===== src/rtl/store_buffer_pkg.sv =====
`default_nettype none
// ============================================================================
// Module  : store_buffer_pkg
// Purpose : Shared types, widths and field offsets for the store buffer.
//           An entry is packed as {word_addr, bwe, wdata} with wdata in the
//           low bits, so the data and bwe offsets do not depend on ADDR_W.
// Ports   : (package - none)
// Revision: 1.0 - initial release
// ============================================================================
package store_buffer_pkg;

  localparam int SB_DATA_W   = 32;
  localparam int SB_BWE_W    = 4;

  // Field offsets inside a packed entry.
  localparam int SB_DATA_LSB = 0;
  localparam int SB_BWE_LSB  = SB_DATA_LSB + SB_DATA_W;
  localparam int SB_ADDR_LSB = SB_BWE_LSB + SB_BWE_W;

  localparam logic [SB_BWE_W-1:0] BWE_NONE = 4'b0000;

  // Entry width for a given byte-address width (word address is addr_w-2).
  function automatic int sb_entry_w(input int addr_w);
    return (addr_w - 2) + SB_BWE_W + SB_DATA_W;
  endfunction

  localparam int SB_ENTRY_W = sb_entry_w(32);

endpackage : store_buffer_pkg
`default_nettype wire


===== src/rtl/store_buffer_addr_match.sv =====
`default_nettype none
// ============================================================================
// Module  : store_buffer_addr_match
// Purpose : DEPTH-wide parallel word-address comparator. Flags a load hazard
//           when any valid buffered store, or the store entering this cycle,
//           targets the same word as the load. Byte enables are not compared
//           (conservative, word-granular match).
// Ports   : entry_valid_i  - per-entry valid bits
//           entry_waddr_i  - flattened per-entry word addresses
//           st_valid_i     - store stage presents a store
//           st_bwe_i       - byte enables of the entering store
//           st_waddr_i     - word address of the entering store
//           ld_waddr_i     - word address of the load in the load stage
//           hazard_o       - overlap detected
// Revision: 1.0 - initial release
// ============================================================================
module store_buffer_addr_match
  import store_buffer_pkg::*;
#(
  parameter int DEPTH = 4,
  parameter int WA_W  = 30
) (
  input  logic [DEPTH-1:0]      entry_valid_i,
  input  logic [DEPTH*WA_W-1:0] entry_waddr_i,
  input  logic                  st_valid_i,
  input  logic [SB_BWE_W-1:0]   st_bwe_i,
  input  logic [WA_W-1:0]       st_waddr_i,
  input  logic [WA_W-1:0]       ld_waddr_i,
  output logic                  hazard_o
);

  logic [DEPTH-1:0] entry_hit;
  logic             st_hit;

  for (genvar i = 0; i < DEPTH; i++) begin : g_cmp
    assign entry_hit[i] = entry_valid_i[i] &&
                          (entry_waddr_i[i*WA_W +: WA_W] == ld_waddr_i);
  end

  // A zero-bwe store is a no-op and therefore cannot create a hazard.
  assign st_hit   = st_valid_i && (st_bwe_i != BWE_NONE) && (st_waddr_i == ld_waddr_i);
  assign hazard_o = (|entry_hit) || st_hit;

endmodule : store_buffer_addr_match
`default_nettype wire


===== src/rtl/store_buffer.sv =====
`default_nettype none
// ============================================================================
// Module  : store_buffer
// Purpose : Posted-write FIFO between the store-formatting stage and the
//           data-memory port. Accepts one store per cycle, drains in order
//           over valid/ready, flags load-address hazards and reports empty.
// Ports   : clk, reset_n          - clock, async active-low reset
//           st_valid/st_addr/st_bwe/st_wdata/st_ready - store input side
//           mem_req_valid/mem_req_ready/mem_req_addr/mem_req_bwe/
//           mem_req_wdata         - memory request side (head entry)
//           ld_addr, ld_hazard    - load hazard check
//           empty                 - no entries held
// Revision: 1.0 - initial release
// ============================================================================
module store_buffer
  import store_buffer_pkg::*;
#(
  parameter int DEPTH  = 4,
  parameter int ADDR_W = 32
) (
  input  logic                 clk,
  input  logic                 reset_n,
  input  logic                 st_valid,
  input  logic [ADDR_W-1:0]    st_addr,
  input  logic [SB_BWE_W-1:0]  st_bwe,
  input  logic [SB_DATA_W-1:0] st_wdata,
  output logic                 st_ready,
  output logic                 mem_req_valid,
  input  logic                 mem_req_ready,
  output logic [ADDR_W-1:0]    mem_req_addr,
  output logic [SB_BWE_W-1:0]  mem_req_bwe,
  output logic [SB_DATA_W-1:0] mem_req_wdata,
  input  logic [ADDR_W-1:0]    ld_addr,
  output logic                 ld_hazard,
  output logic                 empty
);

  localparam int PTR_W   = $clog2(DEPTH);
  localparam int CNT_W   = PTR_W + 1;
  localparam int WA_W    = ADDR_W - 2;
  localparam int ENTRY_W = sb_entry_w(ADDR_W);

  localparam logic [CNT_W-1:0] FULL_CNT = CNT_W'(DEPTH);
  localparam logic [PTR_W-1:0] PTR_ONE  = PTR_W'(1);
  localparam logic [CNT_W-1:0] CNT_ONE  = CNT_W'(1);

  // --------------------------------------------------------------------------
  // State
  // --------------------------------------------------------------------------
  logic [ENTRY_W-1:0] entry_q [DEPTH];
  logic [DEPTH-1:0]   valid_q, valid_d;
  logic [PTR_W-1:0]   wr_ptr_q, wr_ptr_d;
  logic [PTR_W-1:0]   rd_ptr_q, rd_ptr_d;
  logic [CNT_W-1:0]   count_q, count_d;

  logic               enq;
  logic               deq;
  logic [ENTRY_W-1:0] head;
  logic [ENTRY_W-1:0] new_entry;

  // Address low bits carry no meaning at word granularity.
  logic               unused_addr_lsbs;
  assign unused_addr_lsbs = ^{st_addr[1:0], ld_addr[1:0]};

  // --------------------------------------------------------------------------
  // Handshakes. st_ready depends only on registered count, so there is no
  // combinational path from mem_req_ready to st_ready: a full buffer refuses
  // a store even in a cycle where the head drains.
  // --------------------------------------------------------------------------
  assign st_ready      = (count_q != FULL_CNT);
  assign mem_req_valid = (count_q != '0);
  assign empty         = (count_q == '0);

  assign enq = st_valid && st_ready && (st_bwe != BWE_NONE);
  assign deq = mem_req_valid && mem_req_ready;

  assign new_entry = {st_addr[ADDR_W-1:2], st_bwe, st_wdata};

  // --------------------------------------------------------------------------
  // Next-state logic
  // --------------------------------------------------------------------------
  always_comb begin
    wr_ptr_d = wr_ptr_q;
    rd_ptr_d = rd_ptr_q;
    count_d  = count_q;
    valid_d  = valid_q;

    if (enq) begin
      wr_ptr_d = wr_ptr_q + PTR_ONE;
    end
    if (deq) begin
      rd_ptr_d = rd_ptr_q + PTR_ONE;
    end

    case ({enq, deq})
      2'b10:   count_d = count_q + CNT_ONE;
      2'b01:   count_d = count_q - CNT_ONE;
      default: count_d = count_q;
    endcase

    // wr_ptr and rd_ptr only coincide when empty (no dequeue) or full (no
    // enqueue), so the clear and the set never hit the same slot together.
    if (deq) begin
      valid_d[rd_ptr_q] = 1'b0;
    end
    if (enq) begin
      valid_d[wr_ptr_q] = 1'b1;
    end
  end

  // --------------------------------------------------------------------------
  // Registers
  // --------------------------------------------------------------------------
  always_ff @(posedge clk or negedge reset_n) begin
    if (!reset_n) begin
      wr_ptr_q <= '0;
      rd_ptr_q <= '0;
      count_q  <= '0;
      valid_q  <= '0;
    end else begin
      wr_ptr_q <= wr_ptr_d;
      rd_ptr_q <= rd_ptr_d;
      count_q  <= count_d;
      valid_q  <= valid_d;
    end
  end

  // Storage is reset too so no X can ever reach an output or the comparator.
  always_ff @(posedge clk or negedge reset_n) begin
    if (!reset_n) begin
      for (int i = 0; i < DEPTH; i++) begin
        entry_q[i] <= '0;
      end
    end else if (enq) begin
      entry_q[wr_ptr_q] <= new_entry;
    end
  end

  // --------------------------------------------------------------------------
  // Head presentation: payload is forced to zero while empty.
  // --------------------------------------------------------------------------
  assign head = entry_q[rd_ptr_q];

  assign mem_req_addr  = mem_req_valid ? {head[SB_ADDR_LSB +: WA_W], 2'b00} : '0;
  assign mem_req_bwe   = mem_req_valid ? head[SB_BWE_LSB +: SB_BWE_W]        : '0;
  assign mem_req_wdata = mem_req_valid ? head[SB_DATA_LSB +: SB_DATA_W]      : '0;

  // --------------------------------------------------------------------------
  // Load hazard detection
  // --------------------------------------------------------------------------
  logic [DEPTH*WA_W-1:0] entry_waddr;

  for (genvar i = 0; i < DEPTH; i++) begin : g_waddr
    assign entry_waddr[i*WA_W +: WA_W] = entry_q[i][SB_ADDR_LSB +: WA_W];
  end

  store_buffer_addr_match #(
    .DEPTH (DEPTH),
    .WA_W  (WA_W)
  ) u_addr_match (
    .entry_valid_i (valid_q),
    .entry_waddr_i (entry_waddr),
    .st_valid_i    (st_valid),
    .st_bwe_i      (st_bwe),
    .st_waddr_i    (st_addr[ADDR_W-1:2]),
    .ld_waddr_i    (ld_addr[ADDR_W-1:2]),
    .hazard_o      (ld_hazard)
  );

endmodule : store_buffer
`default_nettype wire


===== config.mk =====
export PLATFORM = sky130hd
export DESIGN_NAME = store_buffer
export DESIGN_NICKNAME = d
export VERILOG_FILES = /design/src/rtl/store_buffer_pkg.sv /design/src/rtl/store_buffer_addr_match.sv /design/src/rtl/store_buffer.sv
export SDC_FILE = /design/constraint.sdc
export NUM_CORES = 1
export LEC_CHECK = 0
export BUFFER_PORTS_ARGS = -buffer_cell sky130_fd_sc_hd__buf_2
export CORE_MARGIN = 4
export CORE_UTILIZATION = 58
export DETAILED_ROUTE_END_ITERATION = 10
export PLACE_DENSITY = 0.87
export SLEW_MARGIN = 30
export SYNTH_ARGS = -nofsm -noshare
export SYNTH_HDL_FRONTEND = slang
export SYNTH_SLANG_ARGS = --single-unit

===== constraint.sdc =====
create_clock -name clk -period 2.4 [get_ports clk]
set_input_delay 0.36 -clock clk [delete_from_list [all_inputs] [get_ports clk]]
set_output_delay 0.36 -clock clk [all_outputs]
set_load 0.02 [all_outputs]

# Yosys cells after proc, flatten, opt, wreduce, memory -nomap -nowiden
# Cells that the tools add are included.
[word_totals] reg_bits=275 out_inout_bits=72 romBits=0 word_cells=66 in_bits=104 latch_bits=0 memories=0 ram_bits=0
[op_classes] bitwise_logic=5 n_reduce_logical=18 n_mux=16 order_cmp=7 div=0 shifts=0 multipliers=0 n_addsub=4 eq_ne=8
[op_table] operator="bitwise mux 264 bit" n=1
[op_table] operator="two-way mux 66 bit" n=3
[op_table] operator="equality test 30 bit" n=5
[op_table] operator="binary-select mux 66 bit (select 2 bit)" n=1
[op_table] operator="demux 66 bit (select 2 bit)" n=1
[op_table] operator="two-way mux 32 bit" n=2
[op_table] operator="logical AND 1 bit" n=12
[op_table] operator="two-way mux 4 bit" n=3
[op_table] operator=">= comparator 3 bit (second input constant)" n=2
[op_table] operator="less-than comparator 2 x 3 -> 1 bit (second input constant)" n=2
[op_table] operator="inverter 2 -> 3 bit" n=2
[op_table] operator="one-hot mux 3 bit (2 select lines)" n=1
[op_table] operator="adder 2 x 1 -> 2 bit (second input constant)" n=2
[op_table] operator="bitwise AND 4 bit" n=1
[op_table] operator="demux 1 bit (select 2 bit)" n=2
[op_table] operator=">= comparator 2 x 1 -> 1 bit (second input constant)" n=2
[op_table] operator="inverter 4 bit" n=1
[op_table] operator="bitwise OR 4 bit" n=1
[op_table] operator="nonzero test 4 bit" n=1
[op_table] operator="OR reduction 4 bit" n=1
[op_table] operator="adder 3 x 1 -> 3 bit (second input constant)" n=1
[op_table] operator="zero test 3 bit" n=1
[op_table] operator="less-than comparator 3 x 1 -> 1 bit (second input constant)" n=1
[op_table] operator="inequality test 3 bit (second input constant)" n=1
[op_table] operator="other kinds (7)" n=8

# Depth between registers and ports, before layout
# Gate-level depths: netlist of run 1.
[logic_depth] word_depth=9 depth_mapped=9 mapped_depth_nobuf=9

# Cells and area by module
# From an unflattened synthesis of run 1, not the netlist that was laid out.
[unflattened] hier_cells=1007 hier_area_um2=15348.5
[modules_own_cells] module="store_buffer" cells_each=774 n_inst=1 area_per_inst_um2=13362.8
[modules_own_cells] module="store_buffer_addr_match" cells_each=233 n_inst=1 area_per_inst_um2=1985.7

# Worst setup path after synthesis of run 1
# No wires, ideal clock.
[synth_timing] kind="reg2reg" startpoint="reg count_q[2]" endpoint="reg count_q[2]" path_stages_with_launch=10 period_less_slack_ps=2102 t_arrival_ps=1975 setup_ps=127 setup_slack_ps=298 cell_sequence="dfrtp_1 -> or3_1 -> and2_1 -> clkbuf_1 -> ha_1 -> inv_1 -> fa_1 -> xor2_1 -> nor2_1 -> xor2_1"
[synth_via] elab_chain_len=5 elab_cells_between_ends=11 classes_between="add/sub (2); eq/ne (3); mux (1); reduce/logical (5)"
[synth_lines] element="start: declaration" line="store_buffer.sv:54" source="logic [CNT_W-1:0] count_q, count_d;"
[synth_lines] element="start signal: assignment" line="store_buffer.sv:123" source="count_q <= count_d;"
[synth_lines] element="inequality test 3 bit" line="store_buffer.sv:70" source="assign st_ready = (count_q != FULL_CNT);"
[synth_lines] element="logical AND 1 bit (2 in a row)" line="store_buffer.sv:74" source="assign enq = st_valid && st_ready && (st_bwe != BWE_NONE);"
[synth_lines] element="equality test 2 x 1 -> 1 bit or equality test 2 bit (tied branches)" line="store_buffer.sv:95" source="case ({enq, deq})"
[synth_lines] element="one-hot mux 3 bit (2 select lines) or nonzero test 2 bit (tied branches)"
# Parallel ways exist; a longest one is shown, timed or not.
# A chain may end at the register's enable or synchronous reset.

# Worst setup path in the final report of run 1
[layout_timing] startpoint="reg entry_q[244] in the netlist's numbering" endpoint="out ld_hazard"
[layout_via] elab_chain_len=4
[layout_lines] element="start: declaration" line="store_buffer.sv:50" source="logic [ENTRY_W-1:0] entry_q [DEPTH];"
[layout_lines] element="start signal: indexed assignment" line="store_buffer.sv:135" source="entry_q[wr_ptr_q] <= new_entry;"
[layout_lines] element="equality test 30 bit" line="store_buffer_addr_match.sv:37" source="(entry_waddr_i[i*WA_W +: WA_W] == ld_waddr_i);"
[layout_lines] element="logical AND 1 bit" line="store_buffer_addr_match.sv:36" source="assign entry_hit[i] = entry_valid_i[i] &&"
[layout_lines] element="OR reduction 4 bit" line="store_buffer_addr_match.sv:42" source="assign hazard_o = (|entry_hit) || st_hit;"
[layout_lines] element="logical OR 1 bit" line="store_buffer_addr_match.sv:42"
[layout_lines] element="end: declaration" line="store_buffer.sv:34" source="output logic ld_hazard,"
# No other way between the ends.

==> results of run 1 <==
==> power groups by stage <==
stage          Sequential (uW)  Clock (uW)  Combinational, uW
2_1_floorplan             8210           0               9470
3_3_place_gp              8570           0              12200
3_5_place_dp              8770           0              12500
4_1_cts                   8720        4580              13400
5_1_grt                   9060        4810              16900
6_report                  8800        4540              16000
==> cells by family after synthesis <==
group / count (synthesis) / share of synthesized area
xor gates and xnor gates: 155 / 0.0943
other: 1 / 0.000261
and+or+nand+nor: 140 / 0.0591
muxes: 331 / 0.313
AOI/OAI and AO/OA: 5 / 0.00348
adders and majority gates: 10 / 0.00922
buffers and inverters: 92 / 0.0427
DFF: 275 / 0.478
==> metal layers <==
layer	wire [um]	GRT usage	vias up
li1	-	-	3952
met1	14400	0.346	4685
met2	18400	0.432	351
met3	2780	0.0519	91
met4	1370	0.0949	8
met5	38	0	-
==> Yosys cell counts, drive strengths merged (2+ instances only) <==
cell	n	area, um2
xnor2	121	1060
o21ai	2	10.0
clkbuf	44	165
ha	9	113
buf	39	415
nor4	16	100
nand4	33	206
nand3	2	10.0
and2	67	419
nor2	2	7.51
dfrtp	275	6880
mux4	66	1490
nand2	19	101
inv	9	33.8
mux2	264	3000
xor2	34	298
==> cell type report <==
| cell class | count | area, um2 | area share |
|---|---|---|---|
| antenna | 4 | 10.0 | 0.000572 |
| clock buffer | 40 | 797 | 0.0455 |
| sequential | 275 | 6890 | 0.393 |
| inverter | 9 | 33.8 | 0.00193 |
| timing repair buffer | 217 | 2060 | 0.118 |
| tap | 324 | 405 | 0.0231 |
| multi-input combinational | 643 | 7160 | 0.409 |
| clock inverter | 14 | 158 | 0.00900 |
==> worst min-delay path by stage <==
stage	endpoint	slack [ns]	cells after the start
final	entry_q[145]$_DFFE_PN0P_	0.08	2
after global routing	entry_q[26]$_DFFE_PN0P_	0.08	2
after CTS	entry_q[145]$_DFFE_PN0P_	0.06	2
after detailed placement	entry_q[188]$_DFFE_PN0P_	0.36	1
after global placement	entry_q[56]$_DFFE_PN0P_	0.37	1
after floorplan	count_q[0]$_DFFE_PN0P_	0.06	0
==> sequential cells by signal, summed over array words and instances, names as in the netlist <==
signal	cells
entry_q	264
valid_q	4
rd_ptr_q	2
wr_ptr_q	2
count_q	3
==> metrics by stage <==
step	cells	power (uW)	TNS [ns]	setup WS (ns)	utilization
floorplan	1010	17700	0	0.298	-
global placement	1451	20800	0	0.183	0.637
detailed placement	1451	21300	0	0.194	0.637
CTS	1510	26700	-8.33	-0.181	0.687
global route	1525	30800	-8.04	-0.240	0.718
finish	1526	29400	-4.71	-0.187	0.718
==> cell usage in the layout (no fill, tap or decap), types with 5 or more instances in the layout <==
cell type  instances
buf_12            20
xnor2_2           10
mux2_4             8
buf_2            105
mux4_2            66
nand4_1           33
xnor2_1          111
buf_6             64
xor2_1            34
inv_1              9
dfrtp_1          272
clkbuf_16         34
mux2_2           255
nor4_1            13
and2_4            62
buf_16             5
clkinv_2           7
buf_4             15
nand2_1           15
clkbuf_1           8
ha_1               9
and2_1             5
==> repair_timing <==
item / in CTS / in global routing
pin swaps: 6 / 15
cloned: 3 / 7
setup endpoints to repair: 69 / 67
gates resized for setup: 44 / 172
hold endpoints to repair: 63 / 0
setup buffers: 1 / 5
hold buffers: 1 / 0
==> out/results.ini, run 1 <==
[status]
run_status=finished with violations
violations=negative setup slack

[timing]
slew_headroom=0.625
hold_viol_final=0
holdWs_ns=0.0846
setup_slack_ns=-0.187
finClkSkew_ns=0.0103
period_needed_ns=2.59
tightest_slew_ns=0.558
setup_viol=66
finalCritPeriodShare=1.08
max_freq_mhz=387
rsz0062_at_grt=yes
finalMaxSlewViolations=0

[floorplan]
initial_utilization=0.590
die_x_um=166
io_pins=176
die_area_um2=27400
core_area_um2=24400
floorplan.rows=57
die_y_um=166

[grt]
grt_max_degree=69
grt_pass1_vias=9503
grt_antenna_before_repair=8
grt-ovfl-total=0
grt_pass1_wl_um=54300
track_usage=0.261

[critical_path]
cpMostUsedCell=nand4_1
crit_path_start_kind=flop
critPathTopFamily=simple AND/OR/NAND/NOR gates
path_depth=6
worst-r2r-cell-count=8
critical_path_class=reg -> out
r2r_start=count_q[2]$_DFFE_PN0P_
cp-startpoint=entry_q[244]$_DFFE_PN0P_
endpoint=ld_hazard
crit_buf_inv=1
slowest_delay_ns=0.42
slowest_stage=dfrtp_1
crit_required_ns=2.04
worstPathCellList=xnor2_1 > nand4_1 > nor4_4 > nand4_1 > nand4_1 > buf_6
critPathArrivalTime_ns=2.23
r2r_slack_ns=0.25
critPathCaptureType=output pin
path_max_fanout=3
r2r_end=count_q[2]$_DFFE_PN0P_

[routing]
drcViolationCount=0
vias_per_cell=5.95
routed-via-count=9087
wirelength_um=37000
wl_per_cell_um=24.2
drtAntennaViolNets=0
first_iter_violations=617
dr.pass1.iters=4

[synth]
yosysSeqAreaShare=0.478
synth_ff_type=dfrtp_1
ys_seq_elements=275
yosysWarnings=0
syn_area_per_cell_um2=14.3
synthArstFlopShare=1.00
netlist_instances=1009
synth_edf_count=0
synthDistinctLibCells=30
synth_area_um2=14400

[final_layout]
fillCellCount=1585
drive_gt1_frac=0.564
area_growth_pct=21.7
fin_area_um2=17500
nets=1289

[power]
p_sw_frac=0.350
peakVddDrop_mv=1.32
power_density_nw_per_um2=1680
intPower_uw=19100
p_leak_uw=0.00758
p_comb_frac=0.546
p_seq_frac=0.300
switchingPower_uw=10300
pwr-share-clk=0.155

[worst_hold_path]
hold_path.class=in -> reg
min_from=st_wdata[13]

[clock_network]
htree_levels=1
clk_transition_reported_paths_ns=0.07
cts_made_buffers=29
cts_buffer_depth=3
cts_num_sinks=275
cts_tree=built
insertion_delay_ns=0.55
root_buffer=clkbuf_16

[place]
gp_congestion=0.974
dp_hpwl_um=23500
placed_cell_area_um2=15500
port_buffers=169

[flow_run]
drv_cap=0

Power figures use the tool's default switching activity.
==> inputs of run 2 (changes only) <==
- RECOVER_POWER: unset -> 50
==> out/results.ini, run 2 (synthesis results as in run 1) <==
[clock_network]
htree_levels=1
cts_num_sinks=275
insertion_delay_ns=0.55
cts_made_buffers=29
cts_tree=built
cts_buffer_depth=3
clk_transition_reported_paths_ns=0.07
root_buffer=clkbuf_16

[status]
violations=max-capacitance violations, max-slew violations, negative setup slack
run_status=finished with violations

[flow_run]
drv_cap=1

[routing]
dr.pass1.iters=5
vias_per_cell=5.96
drtAntennaViolNets=0
wl_per_cell_um=24.2
routed-via-count=9091
first_iter_violations=599
drcViolationCount=0
wirelength_um=37000

[power]
p_leak_uw=0.00757
power_density_nw_per_um2=1680
power.total_uw=29400
peakVddDrop_mv=1.33

[critical_path]
slowest_delay_ns=0.40
critical_path_class=reg -> out
slowest_stage=dfrtp_1
worstPathCellList=xnor2_1 > nand4_1 > nor4_1 > a22oi_1 > nand4_1 > buf_6
crit_required_ns=2.04
cpMostUsedCell=nand4_1
crit_buf_inv=1
critPathCaptureType=output pin
path_max_fanout=3
crit_path_start_kind=flop
critPathArrivalTime_ns=2.20
critPathTopFamily=simple AND/OR/NAND/NOR gates

[place]
port_buffers=169
dp_hpwl_um=23500
gp_congestion=0.974
pre_cts_ws_ns=0.194

[timing]
setup_viol=67
fin_setup_tns_ns=-5.11
hold_viol_final=0
finClkSkew_ns=0.00874
rsz0062_at_grt=yes
finalCritPeriodShare=1.07
setup_slack_ns=-0.160
period_needed_ns=2.56
finalMaxSlewViolations=67
slew_headroom=-0.235
tightest_slew_ns=1.85
max_freq_mhz=391

[grt]
grt-ovfl-total=0
grt_pass1_vias=9503
grt_pass1_wl_um=54300
track_usage=0.261
grt_antenna_before_repair=8
grt_max_degree=69

[floorplan]
core_area_um2=24400
floorplan.rows=57
die_y_um=166
die_area_um2=27400
initial_utilization=0.590
die_x_um=166
io_pins=176

[final_layout]
final_common_cell=dfrtp_1
layout_common_cells=dfrtp_1 (272), mux2_2 (255), xnor2_1 (111), buf_2 (105), mux4_2 (66)
drive_gt1_frac=0.563
largest_reg_flops=264
regMostFlops=entry_q
nets=1289
largest_registers=entry_q (264), valid_q (4), count_q (3)
fillCellCount=1591
area_growth_pct=21.5
seq_area_um2=6890
multiInputGateArea_um2=7160

[worst_hold_path]
hold_path.class=in -> reg

## run 2: metrics by stage
stage | instances | util | hold WS, ns | cell area (um2)
after floorplan | 1010 | - | 0.0644 | 14400
after global placement | 1451 | 0.637 | 0.367 | 15500
after detailed placement | 1451 | 0.637 | 0.364 | 15500
after CTS | 1510 | 0.687 | 0.0640 | 16800
after global routing | 1525 | 0.717 | 0.0807 | 17500
final | 1526 | 0.717 | 0.0850 | 17500
## run 2: worst register-to-register path, cell delays in order, from the launching register on
cell and delay (ns):
dfrtp_2 0.44, or3_4 0.46, and2_1 0.29, ha_1 0.26, inv_1 0.07, fa_1 0.17, xor2_1 0.15, nor2_1 0.06
xor2_1 0.13
## run 2: worst paths after layout
kind	cells after the start	start	endpoint	slack (ns)
max in group asynchronous	3	reset_n	entry_q[135]$_DFFE_PN0P_	0.22
worst min register to register	2	valid_q[0]$_DFF_PN0_	valid_q[0]$_DFF_PN0_	0.50
worst max-delay path	6	entry_q[106]$_DFFE_PN0P_	ld_hazard	-0.16
worst max register to register	8	count_q[2]$_DFFE_PN0P_	count_q[2]$_DFFE_PN0P_	0.24
min in group asynchronous	2	reset_n	entry_q[188]$_DFFE_PN0P_	0.88
worst min-delay path	2	st_wdata[13]	entry_q[145]$_DFFE_PN0P_	0.09
## run 2: area by class of cell
class                           count  area share
Inverter                            9     0.00193
Clock buffer                       40      0.0456
Sequential cell                   275       0.394
Tap cell                          324      0.0232
Timing Repair Buffer              217       0.116
Multi-Input combinational cell    643       0.409
Clock inverter                     14     0.00902
Antenna cell                        4    0.000572
## run 2: power breakdown
part | switching, uW | internal [uW] | total, uW
clock | 1900 | 2650 | 4550
combinational | 6650 | 9370 | 16000
sequential | 1740 | 7050 | 8790
## run 2: per-layer routing
layer | vias up | share of wire | GRT usage
li1 | 3954 | - | -
met1 | 4705 | 0.40 | 0.346
met2 | 330 | 0.50 | 0.432
met3 | 94 | 0.068 | 0.0519
met4 | 8 | 0.038 | 0.0949
met5 | - | 0.0012 | 0
## run 2: timing repair
action                                  in CTS  in global routing
resized for setup                           44                172
pin swaps                                    6                 15
setup buffers                                1                  5
endpoints found under the setup margin      69                 67
hold endpoints to repair                    63                  0
gates cloned                                 3                  7
hold buffers                                 1                  0
==> inputs of run 3 (changes only) <==
- CORE_UTILIZATION: 58 -> 53
- PLACE_DENSITY: 0.87 -> 0.84
- REMOVE_ABC_BUFFERS: unset -> 1
- clock period: 2.4 -> 2.2 ns (I/O delays scaled with it)
==> out/results.ini, run 3 (synthesis results as in run 1) <==
[grt]
grt-ovfl-total=0
track_usage=0.239
grt_pass1_wl_um=56800
grt_antenna_before_repair=6
grt_max_degree=62
grt_pass1_vias=9860

[timing]
finalMaxSlewViolations=0
tightest_slew_ns=1.36
setup_viol=67
finalCritPeriodShare=1.19
holdWs_ns=0.0409
finClkSkew_ns=0.0245
hold_viol_final=0
setup_slack_ns=-0.421
rsz0062_at_grt=yes
slew_headroom=0.0928
max_freq_mhz=382
period_needed_ns=2.62

[status]
violations=negative setup slack
run_status=finished with violations

[critical_path]
crit_path_start_kind=flop
critPathArrivalTime_ns=2.29
worstPathCellList=xnor2_1 > nand4_1 > nor4_2 > a22oi_1 > nand4_1 > buf_4
path_max_fanout=3
critical_path_class=reg -> out
slowest_stage=dfrtp_1
crit_required_ns=1.87
slowest_delay_ns=0.41
cpMostUsedCell=nand4_1
critPathCaptureType=output pin

[clock_network]
root_buffer=clkbuf_16
insertion_delay_ns=0.57
cts_tree=built
cts_buffer_depth=3
cts_num_sinks=275
clk_transition_reported_paths_ns=0.06
htree_levels=1
cts_made_buffers=31

[final_layout]
drive_gt1_frac=0.564
largest_reg_flops=264
fin_area_um2=17600
area_growth_pct=22.3
regMostFlops=entry_q
layout_common_cells=dfrtp_1 (273), mux2_2 (255), buf_2 (115), xnor2_1 (104), mux4_2 (66)
fillCellCount=1843
largest_registers=entry_q (264), valid_q (4), count_q (3)
final_common_cell=dfrtp_1
nets=1301

[power]
power.total_uw=31700
p_leak_uw=0.00764
power_density_nw_per_um2=1800
peakVddDrop_mv=1.06

[worst_hold_path]
hold_path.class=in -> reg

[routing]
routed-via-count=9162
first_iter_violations=535
wirelength_um=37700
vias_per_cell=5.90
drcViolationCount=0
wl_per_cell_um=24.3
drtAntennaViolNets=0
dr.pass1.iters=4

[floorplan]
die_y_um=173
die_area_um2=29900
floorplan.rows=60
io_pins=176
die_x_um=173
core_area_um2=26800
initial_utilization=0.537

[place]
placed_cell_area_um2=15700
dp_hpwl_um=24200
port_buffers=169
gp_congestion=0.889

[flow_run]
drv_cap=0

## run 3: cell count changes in the layout (fill, tap and decap cells not counted), sizes merged
cell / delta
buf: +7
bufinv: -2
clkbuf: +13
clkinv: -5
clkinvlp: -1
diode: -3
## run 3: final cells by class
type                            instances  area (um2)  area share
Clock buffer                           50         937      0.0532
Inverter                                9        33.8     0.00192
Clock inverter                          6        61.3     0.00348
Antenna cell                            1        2.50    0.000142
Timing Repair Buffer                  227        2060       0.117
Tap cell                              341         427      0.0242
Multi-Input combinational cell        643        7190       0.408
Sequential cell                       275        6890       0.391
## run 3: timing repair
item / CTS / global route
hold endpoints to repair: 45 / 0
gates cloned: 2 / 9
hold buffers: 1 / 0
endpoints found under the setup margin: 68 / 69
resized for setup: 47 / 139
pin swaps: 10 / 34
buffers inserted: 1 / 4
## run 3: path summary, 6_finish.rpt
check / startpoint / end / slack (ns) / cells after the start
worst max-delay path: entry_q[40]$_DFFE_PN0P_ / ld_hazard / -0.42 / 6
worst min-delay path: st_wdata[2] / entry_q[200]$_DFFE_PN0P_ / 0.04 / 2
worst max register to register: count_q[1]$_DFFE_PN0P_ / count_q[2]$_DFFE_PN0P_ / 0.06 / 8
worst min register to register: valid_q[2]$_DFF_PN0_ / valid_q[2]$_DFF_PN0_ / 0.49 / 2
max in group asynchronous: reset_n / entry_q[145]$_DFFE_PN0P_ / 0.28 / 3
min in group asynchronous: reset_n / entry_q[178]$_DFFE_PN0P_ / 0.64 / 2
## run 3: where the power goes
group | switching (uW) | total, uW | internal [uW]
sequential | 1950 | 9650 | 7700
combinational | 7140 | 17000 | 9850
clock | 2060 | 5060 | 3000
total | 11100 | 31700 | 20600
## run 3: critical path: cells and delay by family, from the launching register on
kind / cells / cell delay, ns
compound gates: 1 / 0.14
simple gates: 3 / 0.72
buf+inv: 1 / 0.17
flops: 1 / 0.41
xor+xnor: 1 / 0.31
## run 3: stage by stage
step           cells   util  TNS [ns]  setup slack, ns
6_report        1552  0.657    -17.13           -0.421
4_1_cts         1539  0.633    -20.55           -0.358
2_1_floorplan    927      -   -120.22            -1.69
5_1_grt         1551  0.657    -22.61           -0.518
3_5_place_dp    1479  0.586         0           0.0134
3_3_place_gp    1479  0.586         0           0.0622
## run 3: routing by layer
layer / global-route usage / vias to the layer above / wire length [um]
met1: 0.323 / 4796 / 15400
met3: 0.0634 / 70 / 2800
met2: 0.389 / 324 / 18600
met5: 0 / - / 63
li1: - / 3962 / -
met4: 0.0599 / 10 / 918
